--- src/rtl/muldiv_unit.sv ---
// Multi-cycle multiply/divide unit that owns the HI/LO register pair.
// The multiplier holds its latched operands for MUL_STAGES-1 cycles; the divider is restoring, DIV_STEP bits per cycle.
module muldiv_unit #(
  parameter int unsigned DATA_W     = 32,
  parameter int unsigned MUL_STAGES = 2,
  parameter int unsigned DIV_STEP   = 1
) (
  input  logic              clk,
  input  logic              reset,
  input  logic              req_valid,
  output logic              req_ready,
  input  logic [2:0]        req_op,
  input  logic [DATA_W-1:0] src1,
  input  logic [DATA_W-1:0] src2,
  input  logic              cancel,
  output logic              busy,
  output logic              done,
  output logic [DATA_W-1:0] hi,
  output logic [DATA_W-1:0] lo
);
  localparam int unsigned DIV_ITERS = DATA_W / DIV_STEP;
  localparam int unsigned CNT_W     = $clog2(DIV_ITERS + MUL_STAGES);

  typedef enum logic [1:0] {S_IDLE, S_MUL, S_DIV, S_FIX} state_e;
  typedef enum logic [2:0] {
    OP_MULT = 3'b000, OP_MULTU = 3'b001, OP_DIV = 3'b010,
    OP_DIVU = 3'b011, OP_MTHI  = 3'b100, OP_MTLO = 3'b101
  } op_e;

  state_e            state_q, state_d;
  logic [CNT_W-1:0]  cnt_q, cnt_d;
  logic [DATA_W-1:0] hi_q, hi_d, lo_q, lo_d;
  logic              done_q, done_d;
  logic [DATA_W:0]   ma_q, ma_d, mb_q, mb_d;
  logic [DATA_W-1:0] rem_q, rem_d, quo_q, quo_d, dvs_q, dvs_d;
  logic              qneg_q, qneg_d, rneg_q, rneg_d, dz_q, dz_d;

  function automatic logic [DATA_W-1:0] negate(input logic [DATA_W-1:0] x);
    return (~x) + DATA_W'(1);
  endfunction

  function automatic logic [2*DATA_W-1:0] div_step(input logic [DATA_W-1:0] rem,
                                                   input logic [DATA_W-1:0] quo,
                                                   input logic [DATA_W-1:0] dvs);
    logic [DATA_W:0]   trial;
    logic [DATA_W-1:0] r, q;
    r = rem;
    q = quo;
    for (int unsigned i = 0; i < DIV_STEP; i++) begin
      trial = {r, q[DATA_W-1]};
      if (trial >= {1'b0, dvs}) begin
        trial = trial - {1'b0, dvs};
        q     = {q[DATA_W-2:0], 1'b1};
      end else begin
        q     = {q[DATA_W-2:0], 1'b0};
      end
      r = trial[DATA_W-1:0];
    end
    return {r, q};
  endfunction

  logic                is_signed, n1, n2;
  logic [DATA_W-1:0]   mag1, mag2;
  logic [DATA_W:0]     mul_src_a, mul_src_b;
  logic [2*DATA_W-1:0] mul_a, mul_b, prod;
  logic [DATA_W-1:0]   step_rem_in, step_quo_in, step_dvs_in, step_rem, step_quo;
  logic                accept;

  assign is_signed = ~req_op[0];
  assign n1        = is_signed & src1[DATA_W-1];
  assign n2        = is_signed & src2[DATA_W-1];
  assign mag1      = n1 ? negate(src1) : src1;
  assign mag2      = n2 ? negate(src2) : src2;
  assign mul_src_a = {n1, src1};
  assign mul_src_b = {n2, src2};

  // Low half of a product of sign-extended operands is the two's-complement product.
  assign mul_a = (MUL_STAGES == 1) ? {{(DATA_W-1){mul_src_a[DATA_W]}}, mul_src_a}
                                   : {{(DATA_W-1){ma_q[DATA_W]}}, ma_q};
  assign mul_b = (MUL_STAGES == 1) ? {{(DATA_W-1){mul_src_b[DATA_W]}}, mul_src_b}
                                   : {{(DATA_W-1){mb_q[DATA_W]}}, mb_q};
  assign prod  = mul_a * mul_b;

  // The first iteration runs on the accept edge so that DIV + FIX fit the fixed latency.
  assign step_rem_in = (state_q == S_IDLE) ? '0   : rem_q;
  assign step_quo_in = (state_q == S_IDLE) ? mag1 : quo_q;
  assign step_dvs_in = (state_q == S_IDLE) ? mag2 : dvs_q;
  assign {step_rem, step_quo} = div_step(step_rem_in, step_quo_in, step_dvs_in);

  assign req_ready = (state_q == S_IDLE) && !cancel;
  assign accept    = req_valid && req_ready;
  assign busy      = (state_q != S_IDLE);
  assign done      = done_q;
  assign hi        = hi_q;
  assign lo        = lo_q;

  always_comb begin
    state_d = state_q;
    cnt_d   = cnt_q;
    hi_d    = hi_q;
    lo_d    = lo_q;
    done_d  = 1'b0;
    ma_d    = ma_q;
    mb_d    = mb_q;
    rem_d   = rem_q;
    quo_d   = quo_q;
    dvs_d   = dvs_q;
    qneg_d  = qneg_q;
    rneg_d  = rneg_q;
    dz_d    = dz_q;
    case (state_q)
      S_IDLE: begin
        if (accept) begin
          case (req_op)
            OP_MULT, OP_MULTU: begin
              ma_d = mul_src_a;
              mb_d = mul_src_b;
              if (MUL_STAGES == 1) begin
                {hi_d, lo_d} = prod;
                done_d       = 1'b1;
              end else begin
                state_d = S_MUL;
                cnt_d   = CNT_W'(MUL_STAGES - 2);
              end
            end
            OP_DIV, OP_DIVU: begin
              rem_d   = step_rem;
              quo_d   = step_quo;
              dvs_d   = mag2;
              qneg_d  = n1 ^ n2;
              rneg_d  = n1;
              dz_d    = (src2 == '0);
              state_d = S_DIV;
              cnt_d   = CNT_W'(DIV_ITERS - 2);
            end
            OP_MTHI: begin
              hi_d   = src1;
              done_d = 1'b1;
            end
            OP_MTLO: begin
              lo_d   = src1;
              done_d = 1'b1;
            end
            default: done_d = 1'b1;
          endcase
        end
      end
      S_MUL: begin
        if (cancel) begin
          state_d = S_IDLE;
        end else if (cnt_q == '0) begin
          {hi_d, lo_d} = prod;
          done_d       = 1'b1;
          state_d      = S_IDLE;
        end else begin
          cnt_d = cnt_q - CNT_W'(1);
        end
      end
      S_DIV: begin
        if (cancel) begin
          state_d = S_IDLE;
        end else begin
          rem_d = step_rem;
          quo_d = step_quo;
          if (cnt_q == '0) state_d = S_FIX;
          else             cnt_d   = cnt_q - CNT_W'(1);
        end
      end
      S_FIX: begin
        if (cancel) begin
          state_d = S_IDLE;
        end else begin
          // Divide-by-zero leaves the all-ones quotient unsigned; the remainder fix restores src1.
          lo_d    = (qneg_q && !dz_q) ? negate(quo_q) : quo_q;
          hi_d    = rneg_q ? negate(rem_q) : rem_q;
          done_d  = 1'b1;
          state_d = S_IDLE;
        end
      end
      default: state_d = S_IDLE;
    endcase
  end

  always_ff @(posedge clk) begin
    if (reset) begin
      state_q <= S_IDLE;
      cnt_q   <= '0;
      hi_q    <= '0;
      lo_q    <= '0;
      done_q  <= 1'b0;
      ma_q    <= '0;
      mb_q    <= '0;
      rem_q   <= '0;
      quo_q   <= '0;
      dvs_q   <= '0;
      qneg_q  <= 1'b0;
      rneg_q  <= 1'b0;
      dz_q    <= 1'b0;
    end else begin
      state_q <= state_d;
      cnt_q   <= cnt_d;
      hi_q    <= hi_d;
      lo_q    <= lo_d;
      done_q  <= done_d;
      ma_q    <= ma_d;
      mb_q    <= mb_d;
      rem_q   <= rem_d;
      quo_q   <= quo_d;
      dvs_q   <= dvs_d;
      qneg_q  <= qneg_d;
      rneg_q  <= rneg_d;
      dz_q    <= dz_d;
    end
  end

endmodule
--- config.mk ---
export PLATFORM = sky130hd
export DESIGN_NAME = muldiv_unit
export DESIGN_NICKNAME = d
export VERILOG_FILES = /design/src/rtl/muldiv_unit.sv
export SDC_FILE = /design/constraint.sdc
export NUM_CORES = 2
export LEC_CHECK = 0
export BUFFER_PORTS_ARGS = -buffer_cell sky130_fd_sc_hd__buf_2
export CAP_MARGIN = 0
export CORE_AREA = 3 3 248 371
export DETAILED_ROUTE_END_ITERATION = 16
export DIE_AREA = 0 0 251 374
export GPL_ROUTABILITY_DRIVEN = 0
export PLACE_DENSITY = 0.76
export SYNTH_ARGS = -nofsm -noshare
export SYNTH_HDL_FRONTEND = slang
export SYNTH_SLANG_ARGS = --single-unit
--- constraint.sdc ---
create_clock -name clk -period 10.35 [get_ports clk]
set_clock_uncertainty 0.05 [all_clocks]
set_input_delay 2.07 -clock clk [delete_from_list [all_inputs] [get_ports clk]]
set_output_delay 2.07 -clock clk [all_outputs]
set_load 0.05 [all_outputs]
# After elaboration in Yosys (flattened, before gate mapping)
# Index checks and enable logic that the tools add are counted.
word_totals:
  ff_bits: 238
  latchBits: 0
  mem_bits_rw: 0
  romBits: 0
  input_bits: 71
  output_inout_bits: 67
  wordCells: 121
  memories: 0
op_classes:
  n_addsub: 6
  n_mul: 1
  div_mod_pow: 0
  magnitude_cmp: 1
  eq_ne: 21
  shifts: 0
  mux: 47
  bitwise_logic: 8
  n_reduce_logical: 24
op_table:
  columns: ["op", "count"]
  rows:
  - ["$mux W32", 24]
  - ["$pmux W32 S3", 2]
  - ["$add A32 B1 Y32 const B", 4]
  - ["$not A32 Y32", 4]
  - ["$pmux W32 S2", 2]
  - ["$mul A33 B33 Y64", 1]
  - ["$ge A33 B32 Y1", 1]
  - ["$logic_not A32 Y1", 1]
  - ["$sub A32 B32 Y32", 1]
  - ["$pmux W6 S2", 2]
  - ["$mux W6", 3]
  - ["$ne A2 B2 Y1 const B", 7]
  - ["$reduce_and A6 Y1", 2]
  - ["$mux W2", 5]
  - ["$pmux W2 S4", 1]
  - ["$reduce_and A4 Y1", 2]
  - ["$eq A3 B2 Y1 const B", 2]
  - ["$eq A3 B3 Y1 const B", 2]
  - ["$logic_not A6 Y1", 1]
  - ["$mux W1", 6]
  - ["$ne A2 B1 Y1 const B", 3]
  - ["$ne A3 B3 Y1 const B", 2]
  - ["$reduce_and A3 Y1", 2]
  - ["$reduce_bool A2 Y1", 3]
  - ["other kinds (18)", 25]

# Logic depth before layout (Yosys ltp)
depth:
  depth_word: 9
  mapped_depth: 28

# Least setup slack after synthesis
# Ideal clock, no wire load.
synth_timing:
  kind: "register to register"
  startpoint: "register ma_q[32]"
  endpoint: "register hi_q[29] (netlist: hi[29])"
  setup_ps: 79
  t_arrival_ps: 7465
  slack_ps: 2755
  stages_incl_launch_ff: 26
  path_cell_list: "dfxtp_1 clkbuf_1 nand2_1 inv_1 fa_1 fa_1 fa_1 fa_1 inv_1 fa_1 inv_1 fa_1 fa_1 inv_1 fa_1 inv_1 ha_1 clkbuf_1 a21o_1 a21o_1 a21o_1 a21o_1 a21o_1 a31oi_1 a41oi_1 a211oi_2"
synth_between:
  elab_chain_len: 4
synth_rtl:
  columns: ["item", "line", "source"]
  rows:
  - ["from (decl)", "34", "logic [DATA_W:0] ma_q, ma_d, mb_q, mb_d;"]
  - ["from (signal assigned)", "205", "ma_q <= ma_d;"]
  - ["$mul A33 B33 Y64", "82", "assign prod = mul_a * mul_b;"]
  - ["$mux W32", "151", "end else if (cnt_q == '0) begin"]
  - ["$mux W32", "149", "if (cancel) begin"]
  - ["$pmux W32 S3", "111", "case (state_q)"]
  - ["to (signal assigned)", "202", "hi_q <= hi_d;"]
  - ["to (decl)", "32", "logic [DATA_W-1:0] hi_q, hi_d, lo_q, lo_d;"]
# No other way between the ends. The select of a mux whose other input is x is not followed.
# A chain may end at the register's enable or synchronous reset.

# Worst setup path after layout
layout_timing:
  startpoint: "register mb_q[1]"
  endpoint: "register hi_q[30] (netlist: hi[30])"
layout_between:
  elab_chain_len: 4
layout_rtl:
  columns: ["item", "line", "source"]
  rows:
  - ["from (decl)", "34", null]
  - ["from (signal assigned)", "206", "mb_q <= mb_d;"]
  - ["$mul A33 B33 Y64", "82", null]
  - ["$mux W32", "151", null]
  - ["$mux W32", "149", null]
  - ["$pmux W32 S3", "111", null]
# No other way between the ends. The select of a mux whose other input is x is not followed.

==> results.md <==
* IO Pins at 138
* 1st-iter DRT viols at 3,225
* WP data arrival at 9.15 ns
* Setup WS pre-CTS at 1.62 ns
* Total negative setup slack at 0 ns
* Worst slew margin at 6.73%
* Hold path start: dvs_q[31]$_SDFFE_PP0P_
* Post-Layout Cell Count at 7,205
* Synth Area in Simple Gates at 17.7%
* Syn_nets at 7,599
* Synth area leader: fa_1
* Number of global-route vias before repair at 45.3k
* Worst hold stages at 2
* Die area at 0.0939 mm²
* Crit path max fanout at 34
* Fmax at 115 MHz
* Worst Hold Class: flop to flop
* Critical Path RT at 10.80 ns
* Max Transition Viols Final at 0
* Area Growth Syn to Fin at 4.46%
* Design area at 0.0556 mm²
* Dominant synthesized flop cell: dfxtp_1
* Synth Area in Compound Gates at 10.6%
* Worst reg2reg startpoint: mb_q[1]$_SDFFE_PP0P_
* Cell Area, Placed at 0.0547 mm²
* Largest family of logic cells by synthesized area: adder cells
* Worst Slack Setup Final at 1.66 ns
* Drt total wl at 152,000 µm
* Crit path largest cell delay at 1.02 ns
* Setup violators final at 0
* DRT Pass-1 Iters at 6
* Tmin final at 8.69 ns
* Metal1 wirelength at 54,200 µm
* Crit-path cells: and2_1 -> fa_1 -> fa_1 -> fa_1 -> fa_1 -> inv_1 -> fa_1 -> inv_1 -> fa_1 -> fa_1 -> inv_1 -> fa_1 -> inv_1 -> ha_1 -> and2_1 -> nor2_1 -> o21ai_0 -> a21o_1 -> a211o_1 -> o2111ai_1 -> a2111o_1 -> o211ai_1
* Layout net count at 7,480
* Synth Cell Area at 0.0533 mm²
* Most common cell in the netlist: inv_1
* CP Capture Type: flop
* Worst-Skew Late Latency at 0.59 ns
* Post_cts resized at 0
* Top delay family on crit path: adder cells
* Most used cell, CP: fa_1
* Adder-cell share of the synthesized area at 48.3%
* Synth cell count leaders: inv_1, fa_1, nand2_1
* Clock sinks at 238
* Leak pwr at 27.4 nW
* Tightest Pin Transition at 1.40 ns
* Residual DRC at 0
* Asr flop ratio synth at 0%
* Clock power frac at 22.2%
* DR vias/cell at 5.90
* Crit path kind: flop to flop
* Mux contribution to synthesized area at 0.439%
* ANT nets after route at 0
* Met2 wire len at 75,900 µm
* WL met3 at 11,600 µm
* Internal Dissipation at 0.00232 W
* Crit path to: hi[30]$_SDFFE_PP0P_
* Final hold viol count at 0
* Post-synthesis xor/xnor area fraction at 3.26%
* Post-synth EDFFs at 0
* Worst vdd ir at 309 µV
* First-pass GRT wire length at 245,000 µm
* Clk slew on worst S/H paths at 0.07 ns
* Die Y at 374 µm
* R2R Path End: hi[30]$_SDFFE_PP0P_
* Share of layout cells above drive strength 1 at 5.57%
* Post-CTS Setup Repair Bufs at 0
* Main area contributors after synthesis: fa_1, dfxtp_1, inv_1, and2_1, ha_1
* Max clock buf depth at 3
* Total stage count of the critical path at 22
* Yosys top cell area share at 42.3%
* Gate Count Post-Synth at 6,148
* Ys Warns at 0
* Hold_buf cts at 0
* Pin count of the biggest net entering global routing at 84
* HPWL after detailed placement at 124,000 µm
* Via count at 42.5k
* Startpoint types: flop
* R2r worst-path depth at 22
* Starting Density at 59.7%
* Share of total power in sequential cells at 28.0%
* Sequential element share of the synthesized area at 8.95%
* PwrDens at 83.7 mW/mm²
* Synth cell types at 96
* Total grt overflow at 0
* IO Port Bufs at 137
* TritonCTS clock tree: built
* Top Metal Used: met4
* R2r setup slk at 1.66 ns
* WP buf/inv at 4
* FP Rows at 134
* Wire per inst at 21.1 µm
* RSZ-0062 raised after global routing: no
* Yosys reg bits at 238
* Power share of the combinational group at 49.8%
* Outcome: finished clean
* Initial antenna violation count at 4
* Slowest cell on crit path: dfxtp_1
* Avg Inst Size Synth at 8.66 µm²
* H-Tree Depth at 1
* MaxCap Viol Count at 0
* Switching share of total power at 50.3%
* CTS Root Cell: clkbuf_16
* CTS Buf Count at 27
* Overall power at 0.00466 W
* Psw at 0.00234 W
* Crit path launch: mb_q[1]$_SDFFE_PP0P_
* Core area at 0.0892 mm²
* Final Cycle Share at 84.0%
* Die width at 251 µm
* Total track usage at 33.1%
* Inst Count DP at 7,155
-- cell families (layout without fill, tap and decap cells) --
group / after synthesis / count (layout)
buf+inv: 1521 / 1421
mux: 23 / 23
fa+ha+maj: 1380 / 1380
compound gates: 858 / 858
xor+xnor: 198 / 198
flops: 238 / 238
simple gates: 1930 / 1930
other cells: 0 / 1
-- metal layers --
metal | vias to the layer above | track usage, %
met5 | - | 0
li1 | 18646 | -
met1 | 21290 | 39.8
met3 | 534 | 4.37
met4 | 0 | 18.4
met2 | 2048 | 57.4
-- sequential cells by signal (all words and copies together) (netlist names), 6 cells and up --
name	cells
hi	32
mb_q	33
lo	32
quo_q	32
rem_q	32
dvs_q	32
cnt_q	6
ma_q	33
-- power by group through the flow --
| stage | Sequential [W] | Clock, W | Combinational [W] |
|---|---|---|---|
| after floorplan | 0.00157 | 0 | 0.00133 |
| after global placement | 0.00131 | 0 | 0.00225 |
| after detailed placement | 0.00131 | 0 | 0.00228 |
| after CTS | 0.00129 | 0.00104 | 0.00229 |
| after global routing | 0.00131 | 0.00107 | 0.00250 |
| final | 0.00130 | 0.00103 | 0.00232 |
-- cell usage in the layout, fill, tap and decap left out, drive strengths merged, types with 23 or more instances in the layout --
master and n:
and2 556, a22oi 32, buf 225, nand3 38, nor3 40, xor2 80
a221oi 23, nand2 825, ha 254, clkbuf 31, o21ai 157, a21oi 277
dfxtp 238, nor4 24, nor2b 67, inv 1151, and3 23, a31oi 41
a21o 51, o31ai 37, a211oi 83, nor2 251, nand2b 26, xnor2 118
fa 1126
-- worst reg2reg max path, cell delays in order (launching register included) --
cell       delay [ns]
dfxtp_1          1.02
and2_1           0.31
fa_1             0.52
fa_1             0.63
fa_1             0.66
fa_1             0.83
inv_1            0.35
fa_1             0.59
inv_1            0.06
fa_1             0.49
fa_1             0.51
inv_1            0.05
fa_1             0.48
inv_1            0.04
ha_1             0.42
and2_1           0.26
nor2_1           0.06
o21ai_0          0.32
a21o_1           0.17
a211o_1          0.15
o2111ai_1        0.18
a2111o_1         0.40
o211ai_1         0.08
-- layout make-up --
cell class                 count  area, µm²
clock buffer                  31        701
timing repair buffer         225       1370
inverter                    1148       4310
tap                         1156       1450
sequential                   238       4780
multi-input combinational   4389      42800
clock inverter                17        204
fill                        7599      33600
antenna                        1       2.50
-- how the worst min path moves through the flow --
| stage | to |
|---|---|
| after global routing | ma_q[28]$_SDFFE_PP0P_ |
| after CTS | dvs_q[31]$_SDFFE_PP0P_ |
| after floorplan | dvs_q[0]$_SDFFE_PP0P_ |
| after detailed placement | dvs_q[31]$_SDFFE_PP0P_ |
| final | dvs_q[31]$_SDFFE_PP0P_ |
| after global placement | mb_q[0]$_SDFFE_PP0P_ |
-- through the flow --
step | hold WS [ns] | util [%]
4_1_cts | 0.406 | 62.3
2_1_floorplan | 0.384 | -
5_1_grt | 0.424 | 62.4
3_5_place_dp | 0.398 | 61.3
3_3_place_gp | 0.391 | 61.3
6_report | 0.404 | 62.4
(Power assumes the default switching activity.)
